## src/rtl/icb_arb2.sv

```systemverilog
// Two-master to one-slave ICB arbiter for the shared data-memory port.
// Round-robin on ties, grant lock while a forwarded command stalls, in-order owner FIFO for responses.
module icb_arb2 #(
  parameter int OUTS = 4,
  parameter int PW   = 2
) (
  input  logic        clk,
  input  logic        rst_n,

  input  logic        m0_icb_cmd_valid,
  output logic        m0_icb_cmd_ready,
  input  logic [31:0] m0_icb_cmd_addr,
  input  logic        m0_icb_cmd_read,
  input  logic [31:0] m0_icb_cmd_wdata,
  input  logic [3:0]  m0_icb_cmd_wmask,
  output logic        m0_icb_rsp_valid,
  input  logic        m0_icb_rsp_ready,
  output logic [31:0] m0_icb_rsp_rdata,

  input  logic        m1_icb_cmd_valid,
  output logic        m1_icb_cmd_ready,
  input  logic [31:0] m1_icb_cmd_addr,
  input  logic        m1_icb_cmd_read,
  input  logic [31:0] m1_icb_cmd_wdata,
  input  logic [3:0]  m1_icb_cmd_wmask,
  output logic        m1_icb_rsp_valid,
  input  logic        m1_icb_rsp_ready,
  output logic [31:0] m1_icb_rsp_rdata,

  output logic        s_icb_cmd_valid,
  input  logic        s_icb_cmd_ready,
  output logic [31:0] s_icb_cmd_addr,
  output logic        s_icb_cmd_read,
  output logic [31:0] s_icb_cmd_wdata,
  output logic [3:0]  s_icb_cmd_wmask,
  input  logic        s_icb_rsp_valid,
  output logic        s_icb_rsp_ready,
  input  logic [31:0] s_icb_rsp_rdata,

  output logic        busy
);

  logic          last_id_q, last_id_d;
  logic          lock_q, lock_d;
  logic          locked_id_q, locked_id_d;
  logic [PW-1:0] wptr_q, wptr_d;
  logic [PW-1:0] rptr_q, rptr_d;
  logic [PW:0]   cnt_q, cnt_d;
  logic [OUTS-1:0] own_q;

  logic grant;
  logic g_valid;
  logic full;
  logic empty;
  logic head;
  logic cmd_acc;
  logic cmd_stall;
  logic rsp_acc;

  // A stalled command keeps its master granted so the slave sees stable fields.
  always_comb begin
    grant = 1'b0;
    if (lock_q) begin
      grant = locked_id_q;
    end else if (m0_icb_cmd_valid && m1_icb_cmd_valid) begin
      grant = ~last_id_q;
    end else if (m1_icb_cmd_valid) begin
      grant = 1'b1;
    end
  end

  assign full  = (cnt_q == (PW+1)'(OUTS));
  assign empty = (cnt_q == '0);
  assign busy  = ~empty;

  assign g_valid         = grant ? m1_icb_cmd_valid : m0_icb_cmd_valid;
  assign s_icb_cmd_valid = g_valid & ~full;
  assign s_icb_cmd_addr  = grant ? m1_icb_cmd_addr  : m0_icb_cmd_addr;
  assign s_icb_cmd_read  = grant ? m1_icb_cmd_read  : m0_icb_cmd_read;
  assign s_icb_cmd_wdata = grant ? m1_icb_cmd_wdata : m0_icb_cmd_wdata;
  assign s_icb_cmd_wmask = grant ? m1_icb_cmd_wmask : m0_icb_cmd_wmask;

  assign m0_icb_cmd_ready = ~grant & s_icb_cmd_ready & ~full;
  assign m1_icb_cmd_ready =  grant & s_icb_cmd_ready & ~full;

  assign cmd_acc   = s_icb_cmd_valid &  s_icb_cmd_ready;
  assign cmd_stall = s_icb_cmd_valid & ~s_icb_cmd_ready;

  // Responses return in order, so the FIFO head names their owner.
  assign head = own_q[rptr_q];

  assign m0_icb_rsp_valid = ~head & s_icb_rsp_valid & ~empty;
  assign m1_icb_rsp_valid =  head & s_icb_rsp_valid & ~empty;
  assign m0_icb_rsp_rdata = head ? 32'h0 : s_icb_rsp_rdata;
  assign m1_icb_rsp_rdata = head ? s_icb_rsp_rdata : 32'h0;

  assign s_icb_rsp_ready = (head ? m1_icb_rsp_ready : m0_icb_rsp_ready) & ~empty;
  assign rsp_acc         = s_icb_rsp_valid & s_icb_rsp_ready;

  always_comb begin
    last_id_d   = last_id_q;
    lock_d      = lock_q;
    locked_id_d = locked_id_q;
    wptr_d      = wptr_q;
    rptr_d      = rptr_q;
    cnt_d       = cnt_q;
    if (cmd_acc) begin
      last_id_d = grant;
      lock_d    = 1'b0;
      wptr_d    = wptr_q + 1'b1;
    end else if (cmd_stall) begin
      lock_d      = 1'b1;
      locked_id_d = grant;
    end
    if (rsp_acc) begin
      rptr_d = rptr_q + 1'b1;
    end
    case ({cmd_acc, rsp_acc})
      2'b10:   cnt_d = cnt_q + 1'b1;
      2'b01:   cnt_d = cnt_q - 1'b1;
      default: cnt_d = cnt_q;
    endcase
  end

  always_ff @(posedge clk or negedge rst_n) begin
    if (!rst_n) begin
      last_id_q   <= 1'b1;
      lock_q      <= 1'b0;
      locked_id_q <= 1'b0;
      wptr_q      <= '0;
      rptr_q      <= '0;
      cnt_q       <= '0;
    end else begin
      last_id_q   <= last_id_d;
      lock_q      <= lock_d;
      locked_id_q <= locked_id_d;
      wptr_q      <= wptr_d;
      rptr_q      <= rptr_d;
      cnt_q       <= cnt_d;
    end
  end

  // Owner entries are only read when the count says they are valid.
  always_ff @(posedge clk) begin
    if (cmd_acc) begin
      own_q[wptr_q] <= grant;
    end
  end

endmodule

```

## config.mk

```make
export PLATFORM = sky130hd
export DESIGN_NAME = icb_arb2
export DESIGN_NICKNAME = d
export VERILOG_FILES = /design/src/rtl/icb_arb2.sv
export SDC_FILE = /design/constraint.sdc
export NUM_CORES = 1
export LEC_CHECK = 0
export BUFFER_PORTS_ARGS = -buffer_cell sky130_fd_sc_hd__buf_2
export CAP_MARGIN = 10
export CORE_AREA = 2 2 124 126
export CTS_CLUSTER_DIAMETER = 150
export DETAILED_ROUTE_END_ITERATION = 10
export DIE_AREA = 0 0 126 128
export SYNTH_ARGS = -nofsm -noshare
export SYNTH_HDL_FRONTEND = slang
export SYNTH_SLANG_ARGS = --single-unit
```

## constraint.sdc

```tcl
create_clock -name clk -period 2.4 [get_ports clk]
set_clock_uncertainty 0.2 [all_clocks]
set_input_delay 0.48 -clock clk [delete_from_list [all_inputs] [get_ports clk]]
set_output_delay 0.48 -clock clk [all_outputs]
set_load 0.01 [all_outputs]
```

# Word-level counts from Yosys, hierarchy flattened
# Index checks and enable logic that the tools add are counted.
# word_totals
ff_bits	14
latchBits	0
ram_bits	0
rom_bits	0
inputBits	178
out_inout_bits	140
elab_cells	62
mem_count	0
# op_classes
addsub	4
multipliers	0
n_div	0
magnitude_cmp	3
eq_ne	3
n_shift	0
n_mux	19
bitwise	20
reduce_logical	6
# ops
operator	count
32-bit two-way mux	4
1-bit bitwise AND	13
1-bit two-way mux	10
1-bit NOT	7
2-bit by 3-bit < comparator with 1-bit output, second input constant	2
3-bit one-hot mux with 2 select lines	1
2-bit by 1-bit adder with 2-bit output, second input constant	2
4-bit bitwise mux	1
4-bit two-way mux	1
2-bit nonzero test	2
3-bit by 1-bit adder with 3-bit output, second input constant	1
3-bit equality test, second input constant	1
3-bit logical NOT	1
3-bit by 1-bit subtractor with 3-bit output, second input constant	1
1-bit binary-select mux with 2-bit select	1
1-bit demux with 2-bit select	1
2-bit by 1-bit equality test with 1-bit output, second input constant	1
2-bit equality test, second input constant	1
2-bit by 1-bit greater-or-equal comparator with 1-bit output, second input constant	1
1-bit logical AND	2
2-bit AND reduction	1

# Longest topological paths before layout
# Gate-level depths: netlist of run 1.
# depth
ltp_word	8
mapped_depth	11

# Least setup slack after synthesis of run 1
# No wires, ideal clock.
# synth_path
path_type	register to register
startpoint	reg rptr_q[1]
endpoint	reg cnt_q[2]
setup_time_ns	0.079
arrival_ns	2.139
required_ns	2.121
path_slack_ns	-0.019
path_stages_with_launch	12
path_buffers	1
synth_period_minus_slack_ns	2.419
cell_sequence	dfrtp_1 > mux2i_1 > mux2i_1 > buf_4 > mux2i_1 > nor2_1 > ha_1 > inv_1 > fa_1 > xor2_1 > nor2_1 > xor2_1
# synth_via
elab_chain_len	7
elab_cells_between_ends	9
classes_between	2 x eq/ne; 4 x mux; 2 x bitwise; 1 x reduce/logical
# synth_lines
item	line	rtl
from (decl)	47	logic [PW-1:0] rptr_q, rptr_d;
from (signal assigned)	138	rptr_q <= rptr_d;
1-bit binary-select mux with 2-bit select *	90	assign head = own_q[rptr_q];
1-bit two-way mux (implied by the code) *	90	
1-bit two-way mux *	97	assign s_icb_rsp_ready = (head ? m1_icb_rsp_ready : m0_icb_rsp_ready) & ~empty;
1-bit bitwise AND *	97	
1-bit bitwise AND *	98	assign rsp_acc = s_icb_rsp_valid & s_icb_rsp_ready;
named net rsp_acc	58	logic rsp_acc;
2-bit by 1-bit equality test with 1-bit output or 2-bit equality test (tied branches)	118	case ({cmd_acc, rsp_acc})
3-bit one-hot mux with 2 select lines or 2-bit nonzero test (tied branches)	-	
to (signal assigned)	139	cnt_q <= cnt_d;
to (decl)	48	logic [PW:0] cnt_q, cnt_d;
# Mark *: on every way through the listed nets, which the timed path passes. The rest lies on a longest branch. The select of a mux whose other input is x is not followed.
# A chain may end at the register's enable or synchronous reset.

# Worst setup path in the final report of run 1
# layout_path
startpoint	reg last_id_q
endpoint	out s_icb_cmd_wdata[26]
# layout_via
elab_chain_len	4
# layout_lines
item	line	rtl
from (decl)	43	logic last_id_q, last_id_d;
from (signal assigned)	134	last_id_q <= last_id_d;
1-bit NOT	66	grant = ~last_id_q;
1-bit two-way mux	65	end else if (m0_icb_cmd_valid && m1_icb_cmd_valid) begin
1-bit two-way mux	63	if (lock_q) begin
32-bit two-way mux	80	assign s_icb_cmd_wdata = grant ? m1_icb_cmd_wdata : m0_icb_cmd_wdata;
to (decl)	34	output logic [31:0] s_icb_cmd_wdata,
# No other way between the ends.

==> run summary, run 1 <==
STATUS
------------------------------------------------------------------------------------------
Outcome                                                                       complete, but fails checks
Failing checks                                                                setup timing

HOLD PATH
------------------------------------------------------------------------------------------
Worst min-delay path category                                                      reg2reg
Hold-critical path depth                                                                 2
End point of the worst hold path                                              last_id_q$_DFFE_PN1P_
Hold path start                                                               last_id_q$_DFFE_PN1P_

STA
------------------------------------------------------------------------------------------
Slew HR                                                                              83.7%
Fmax                                                                             0.392 GHz
Worst Setup Slack, final                                                         -0.154 ns
Max-slew violations                                                                      0
Final count of negative-setup-slack endpoints                                          102
Crit path time final                                                               2.55 ns
Final Cycle Share                                                                     106%
Fin Hold WS                                                                       0.326 ns
Worst-Margin Slew                                                                 0.239 ns
RSZ-0062 raised after global routing                                                  true
Total Negative Setup Slacks                                                       -9.33 ns
Number of hold-slack violations in the final timing report                               0

ROUTE
------------------------------------------------------------------------------------------
First-pass detailed-route iteration total                                                3
Via count                                                                            3,110
Starting DRC count in detailed routing                                                  43
Average routed wire per standard cell                                              16.4 um
Final WL                                                                         12,500 um
Number of nets still failing antenna checks after routing                                0
DRC violation count after routing                                                        0
Avg Vias per Cell                                                                     4.10

SYNTHESIS
------------------------------------------------------------------------------------------
Top_reg_cell synth                                                            sky130_fd_sc_hd__dfrtp_1
Synth unique cells                                                                      32
Synthesis Warnings                                                                       0
Number of flops mapped to enable cells by yosys                                          4
Mapped Cells                                                                           221
Post-synthesis async set-or-reset flop share                                         71.4%
Register bit total from synthesis                                                       14
Mapped Nets                                                                            405
Part of the Yosys area used for sequential elements                                  18.1%
Post-Syn Area per Cell                                                           9.30 um^2
Cell area after synthesis                                                        2050 um^2

FLOORPLAN
------------------------------------------------------------------------------------------
Width of the die                                                                    126 um
Vert. Die Dim                                                                       128 um
Standard-cell row count                                                                 45
Number of top-level pins                                                               318
Floorplan Core Area                                                            14,900 um^2
Initial standard-cell utilization of the core                                        13.8%
Overall die area                                                               16,100 um^2

POWER
------------------------------------------------------------------------------------------
Leak Pwr                                                                           2.71 nW
Power consumption                                                                  6.27 mW
Pwr Density                                                                   1250 nW/um^2
Maximum resistive drop on vdd                                                   0.000486 V

JOB
------------------------------------------------------------------------------------------
Max-Cap Viols                                                                            0

CTS
------------------------------------------------------------------------------------------
Clock Latency Late Sink                                                            0.24 ns
Number of sinks handled by clock tree synthesis                                         14
Clock edge transition at the registers on the reported setup and hold paths        0.04 ns
Root buffer cell                                                              sky130_fd_sc_hd__clkbuf_16
Maximum root-to-sink buffer count                                                        2
Clock tree from TritonCTS                                                             done
Max H-tree Level                                                                         1
Num CTS Buffers                                                                          3

FINISH
------------------------------------------------------------------------------------------
Area growth, synth to finish                                                          144%
Final layout net count                                                                 755
Post-Layout Inst Area                                                            5010 um^2
Layout cells sized above 1                                                           78.4%
Final non-filler cell total                                                            759
Utilization after layout                                                             33.7%

SETUP PATH
------------------------------------------------------------------------------------------
Worst path slowest cell                                                       sky130_fd_sc_hd__dfstp_2
Highest net fanout along the worst path                                                 17
Capture point of the worst reg-to-reg path                                    cnt_q[2]$_DFFE_PN0P_
Longest individual stage delay on the worst path                                   0.53 ns
Critical path data arrival time                                                    1.87 ns
Delay-heaviest family, CP                                                       flip-flops
Endpoint type of the worst setup path                                           output pin
Worst R2R Start                                                               rptr_q[1]$_DFFE_PN0P_
Type of origin of the critical path                                                   flop
Setup slack of the worst register-to-register path                                -0.05 ns
Setup CP Type                                                                      reg2out
Cells along the critical path                                                 nand2_2 > a21oi_4 > buf_12 > buf_4 > mux2_1 > buf_2
WP buf/inv                                                                               3
Critical path required time                                                        1.72 ns
Worst reg-to-reg path cell count                                                        10

PLACE
------------------------------------------------------------------------------------------
Detail Placement HPWL                                                              9880 um
Post-Place Cell Area                                                             4080 um^2
Number of buffers added on ports                                                       317
Dpl ws                                                                           -0.137 ns
Gp weighted congestion                                                               0.852
Count of placed standard cells including taps                                          742

GRT
------------------------------------------------------------------------------------------
Total global routing track utilization                                               12.8%
Global-route wire length before repair                                           16,000 um
Vias in the first global route                                                       2,978
Number of antenna violations at the first check in global routing                        5
Aggregate global routing overflow                                                        0
Pin count of the biggest net entering global routing                                    34

[worst register-to-register path: stages (launching register included)]
cell and delay [ns]:
sky130_fd_sc_hd__dfrtp_2 0.46, sky130_fd_sc_hd__mux2i_4 0.22, sky130_fd_sc_hd__mux2i_4 0.23, sky130_fd_sc_hd__mux2i_1 0.13, sky130_fd_sc_hd__nor2_1 0.16, sky130_fd_sc_hd__ha_2 0.22
sky130_fd_sc_hd__inv_2 0.04, sky130_fd_sc_hd__fa_2 0.32, sky130_fd_sc_hd__xor2_1 0.14, sky130_fd_sc_hd__nor2_1 0.11, sky130_fd_sc_hd__xor2_1 0.16
[what timing repair did]
action                     in CTS  in global routing
pin swaps                       4                 24
setup endpoints to repair     136                127
gates cloned                    1                  8
hold endpoints to repair        9                  0
hold buffers                    1                  0
setup buffers                   2                  2
resized for setup              50                 90
[flip-flops by register name, summed over array words and instances, names as in the netlist]
name         count
wptr_q           2
own_q            4
rptr_q           2
cnt_q            3
locked_id_q      1
last_id_q        1
lock_q           1
[power by group]
group	switching (mW)	internal, mW	leakage, nW
sequential	0.0858	0.375	0.151
combinational	2.40	3.09	2.52
clock	0.0939	0.220	0.0385
total	2.58	3.68	2.71
[logic make-up (layout without fill, tap and decap cells)]
kind of cell | Yosys count | after routing | share of synthesized area (%)
other cells | 0 | 1 | 0
fa+ha+maj | 6 | 6 | 4.02
flops | 14 | 14 | 18.1
compound gates | 9 | 9 | 3.17
buf+inv | 24 | 373 | 5.72
mux | 76 | 76 | 41.2
xor+xnor | 5 | 5 | 2.13
simple gates | 87 | 87 | 25.6
[synthesized netlist by cell type (2+ instances only)]
library cell	instances	area (um^2)
sky130_fd_sc_hd__buf_2	10	50.1
sky130_fd_sc_hd__ha_1	5	62.6
sky130_fd_sc_hd__mux2i_1	7	70.1
sky130_fd_sc_hd__inv_1	8	30.0
sky130_fd_sc_hd__nor2_1	6	22.5
sky130_fd_sc_hd__edfxtp_1	4	120
sky130_fd_sc_hd__nor2b_1	33	206
sky130_fd_sc_hd__mux2_2	9	101
sky130_fd_sc_hd__mux2_1	60	676
sky130_fd_sc_hd__xor2_1	3	26.3
sky130_fd_sc_hd__buf_4	4	30.0
sky130_fd_sc_hd__a21oi_1	3	15.0
sky130_fd_sc_hd__dfrtp_1	9	225
sky130_fd_sc_hd__and3_1	7	43.8
sky130_fd_sc_hd__xnor2_1	2	17.5
sky130_fd_sc_hd__and2_1	34	213
sky130_fd_sc_hd__nand2_1	2	7.51
[layer usage]
metal  vias to the layer above  global-route usage [%]  share of wire, %
li1                       1454                       -                 -
met3                        30                    4.63               9.3
met1                      1405                    11.9                32
met5                         -                       0              0.46
met4                         8                    3.10               2.5
met2                       213                    26.1                56
[area by class of cell]
cell class                 instances  area, um^2
timing repair buffer             360        2430
tap                              188         235
clock inverter                     1        3.75
fill                            1515        9850
antenna                            1        2.50
sequential                        14         373
multi-input combinational        183        1850
inverter                           9        33.8
clock buffer                       3        75.1
[layout by cell type (no fill, tap or decap), drive strengths merged]
| cell | n |
|---|---|
| buf | 353 |
| mux2 | 69 |
| and2 | 34 |
| nor2b | 33 |
| clkbuf | 9 |
| dfrtp | 9 |
| inv | 9 |
| and3 | 7 |
| mux2i | 7 |
| nor2 | 6 |
| ha | 5 |
| edfxtp | 4 |
| a21oi | 4 |
| xor2 | 3 |
| xnor2 | 2 |
| nand2 | 2 |
| o21ai | 2 |
| diode | 1 |
| nor3 | 1 |
| or3b | 1 |
| nand3b | 1 |
| o311a | 1 |
| o31ai | 1 |
| a31oi | 1 |
| nand3 | 1 |
| nor3b | 1 |
| fa | 1 |
| clkinv | 1 |
| dlygate4sd3 | 1 |
| dfstp | 1 |
[worst max path at each step]
stage	startpoint	to	slack [ns]	cells past startpoint
2_1_floorplan	rptr_q[1]$_DFFE_PN0P_	cnt_q[2]$_DFFE_PN0P_	-0.02	11
3_3_place_gp	m1_icb_cmd_valid	cnt_q[2]$_DFFE_PN0P_	-0.08	11
3_5_place_dp	m1_icb_cmd_valid	cnt_q[2]$_DFFE_PN0P_	-0.14	11
4_1_cts	last_id_q$_DFFE_PN1P_	s_icb_cmd_wdata[9]	-0.15	6
5_1_grt	last_id_q$_DFFE_PN1P_	s_icb_cmd_wdata[22]	-0.22	6
6_report	last_id_q$_DFFE_PN1P_	s_icb_cmd_wdata[26]	-0.15	6
Power figures use the tool's default switching activity.
==> run 2: changes to the inputs <==
--- a/config.mk
+++ b/config.mk
@@ -7,10 +7,12 @@
 export LEC_CHECK = 0
 export BUFFER_PORTS_ARGS = -buffer_cell sky130_fd_sc_hd__buf_2
 export CAP_MARGIN = 10
-export CORE_AREA = 2 2 124 126
+export CORE_AREA = 5 5 120 122
 export CTS_CLUSTER_DIAMETER = 150
 export DETAILED_ROUTE_END_ITERATION = 10
-export DIE_AREA = 0 0 126 128
+export DIE_AREA = 0 0 125 127
+export MAX_ROUTING_LAYER = met4
+export SETUP_SLACK_MARGIN = 0.05
 export SYNTH_ARGS = -nofsm -noshare
 export SYNTH_HDL_FRONTEND = slang
 export SYNTH_SLANG_ARGS = --single-unit
==> run 2 against run 1 <==
The flow still finishes with violations (setup timing). Maximum frequency grew 0.89%. Largest cell class unchanged. Register-to-register slack gained 0.06 ns. Clock power is essentially flat. Critical endpoint is now s_icb_cmd_wmask[0]. Sequential share of layout area shrank 0.61 points. Largest power group unchanged.
==> run summary, run 2 (synthesized netlist as in run 1, its figures left out) <==
STATUS
------------------------------------------------------------------------------------------
Outcome                                                                       complete, but fails checks
Failing checks                                                                setup timing

POWER
------------------------------------------------------------------------------------------
Combinational group share of total power                                             89.4%
Maximum resistive drop on vdd                                                   0.000533 V
Share of total power in sequential cells                                              6.2%
Power consumption                                                                  7.11 mW
Switch share                                                                         39.4%
Leak Pwr                                                                           2.96 nW
Pwr Density                                                                   1310 nW/um^2
Psw                                                                                2.80 mW
Cell Int Power                                                                     4.31 mW
Share of total power in the clock network                                             4.4%

SETUP PATH
------------------------------------------------------------------------------------------
WP buf/inv                                                                               4
Cells along the critical path                                                 and2_4 > buf_6 > a21oi_4 > buf_12 > buf_12 > mux2_2 > buf_2
Worst path slowest cell                                                       sky130_fd_sc_hd__dfrtp_1
Setup CP Type                                                                      reg2out
CP dominant cell by count                                                     sky130_fd_sc_hd__buf_12
Critical path origin                                                          lock_q$_DFFE_PN0P_
Type of origin of the critical path                                                   flop
Longest individual stage delay on the worst path                                   0.37 ns
Critical path required time                                                        1.72 ns
Delay-heaviest family, CP                                                     buffers and inverters
Endpoint type of the worst setup path                                           output pin
Highest net fanout along the worst path                                                 16
Critical path data arrival time                                                    1.85 ns
Worst R2R Start                                                               rptr_q[1]$_DFFE_PN0P_

CTS
------------------------------------------------------------------------------------------
Clock edge transition at the registers on the reported setup and hold paths        0.05 ns
Root buffer cell                                                              sky130_fd_sc_hd__clkbuf_16
Max H-tree Level                                                                         1
Number of sinks handled by clock tree synthesis                                         14
Num CTS Buffers                                                                          3
Clock tree from TritonCTS                                                             done
Maximum root-to-sink buffer count                                                        2
Clock Latency Late Sink                                                            0.24 ns

FLOORPLAN
------------------------------------------------------------------------------------------
Vert. Die Dim                                                                       127 um
Standard-cell row count                                                                 42
Initial standard-cell utilization of the core                                        15.7%
Width of the die                                                                    125 um
Number of top-level pins                                                               318
Overall die area                                                               15,900 um^2
Floorplan Core Area                                                            13,100 um^2

FINISH
------------------------------------------------------------------------------------------
Largest registers                                                             own_q: 4 flops, cnt_q: 3 flops
Most common library cell in the layout ignoring fill and taps                 sky130_fd_sc_hd__buf_2
Leading cell types in the layout, fill and taps excluded                      sky130_fd_sc_hd__buf_2, sky130_fd_sc_hd__buf_6, sky130_fd_sc_hd__mux2_4, sky130_fd_sc_hd__and2_4, sky130_fd_sc_hd__buf_4
Max FFs per register                                                                     4
Final layout net count                                                                 768
Post-Layout Inst Area                                                            5440 um^2
Utilization after layout                                                             41.6%
Layout cells sized above 1                                                           81.6%
Largest Register                                                                     own_q
Area growth, synth to finish                                                          165%

GRT
------------------------------------------------------------------------------------------
Global-route wire length before repair                                           18,100 um
Total global routing track utilization                                               14.8%
Vias in the first global route                                                       3,259
Number of antenna violations at the first check in global routing                        2
Pin count of the biggest net entering global routing                                    34
Aggregate global routing overflow                                                        0

STA
------------------------------------------------------------------------------------------
Final Cycle Share                                                                     105%
Number of hold-slack violations in the final timing report                               0
Fmax                                                                             0.395 GHz
Max-slew violations                                                                      0
RSZ-0062 raised after global routing                                                  true
Final count of negative-setup-slack endpoints                                           75
Worst Setup Slack, final                                                         -0.132 ns
Crit path time final                                                               2.53 ns
Slew HR                                                                              80.8%
Worst-Margin Slew                                                                 0.286 ns

ROUTE
------------------------------------------------------------------------------------------
Starting DRC count in detailed routing                                                  44
Avg Vias per Cell                                                                     4.15
First-pass detailed-route iteration total                                                4
Average routed wire per standard cell                                              18.6 um
Number of nets still failing antenna checks after routing                                0
Final WL                                                                         14,100 um
DRC violation count after routing                                                        0
Via count                                                                            3,161

PLACE
------------------------------------------------------------------------------------------
Number of buffers added on ports                                                       317
Post-Place Cell Area                                                             4030 um^2
Detail Placement HPWL                                                            10,600 um
Gp weighted congestion                                                               0.931

HOLD PATH
------------------------------------------------------------------------------------------
Worst min-delay path category                                                      reg2reg
Hold path start                                                               last_id_q$_DFFE_PN1P_

JOB
------------------------------------------------------------------------------------------
Max-Cap Viols                                                                            0

-- run 2: layout make-up --
| type | count | area (um^2) |
|---|---|---|
| clock buffers | 3 | 75.1 |
| clock inverters | 1 | 3.75 |
| fillers | 1248 | 7650 |
| diodes | 2 | 5.00 |
| repair buffers | 373 | 2790 |
| flip-flops and latches | 14 | 372 |
| multi-input cells | 183 | 1930 |
| inverters | 9 | 33.8 |
| well taps | 176 | 220 |
-- run 2: per-layer routing --
layer	GRT usage (%)	wire, um	vias to the layer above
met4	3.44	379	0
met2	28.7	7800	212
met3	3.92	1230	22
met1	14.7	4730	1443
li1	-	-	1484
met5	-	0	-
-- run 2: worst paths after layout --
path	to	slack [ns]	cells past startpoint
worst max-delay path	s_icb_cmd_wmask[0]	-0.13	7
worst min-delay path	last_id_q$_DFFE_PN1P_	0.33	2
worst max register to register	cnt_q[2]$_DFFE_PN0P_	0.01	11
worst min register to register	last_id_q$_DFFE_PN1P_	0.33	2
max in group asynchronous	last_id_q$_DFFE_PN1P_	1.26	2
min in group asynchronous	wptr_q[0]$_DFFE_PN0P_	0.48	2
-- run 2: metrics by stage --
step | setup TNS (ns) | std cells | worst slack [ns] | hold slack (ns)
floorplan | -0.0177 | 221 | -0.0177 | -0.0156
global placement | -0.117 | 724 | -0.108 | 0.159
detailed placement | -0.313 | 724 | -0.133 | 0.172
CTS | -7.93 | 744 | -0.163 | 0.337
global route | -12.85 | 761 | -0.188 | 0.374
finish | -6.15 | 761 | -0.132 | 0.332
-- run 2: worst reg2reg max path: stages (launching register included) --
cell and delay [ns]:
sky130_fd_sc_hd__dfrtp_1 0.41, sky130_fd_sc_hd__mux2i_1 0.13, sky130_fd_sc_hd__buf_4 0.14, sky130_fd_sc_hd__mux2i_4 0.20, sky130_fd_sc_hd__mux2i_1 0.12, sky130_fd_sc_hd__nor2_1 0.13, sky130_fd_sc_hd__ha_2 0.21, sky130_fd_sc_hd__inv_2 0.04
sky130_fd_sc_hd__fa_2 0.33, sky130_fd_sc_hd__xor2_1 0.14, sky130_fd_sc_hd__nor2_1 0.11, sky130_fd_sc_hd__xor2_1 0.15
-- run 2: power groups by stage --
stage / combinational (mW) / sequential, mW / clock, mW
6_report: 6.36 / 0.442 / 0.311
5_1_grt: 6.69 / 0.454 / 0.329
4_1_cts: 4.87 / 0.443 / 0.318
3_5_place_dp: 3.86 / 0.441 / 0
3_3_place_gp: 3.84 / 0.438 / 0
2_1_floorplan: 2.15 / 0.437 / 0
-- run 2: what timing repair did --
action,CTS,global route
cloned,2,7
pin swaps,6,35
endpoints found under the hold margin,9,0
hold buffers,1,0
endpoints found under the setup margin,138,140
buffers inserted,13,8
resized for setup,82,127
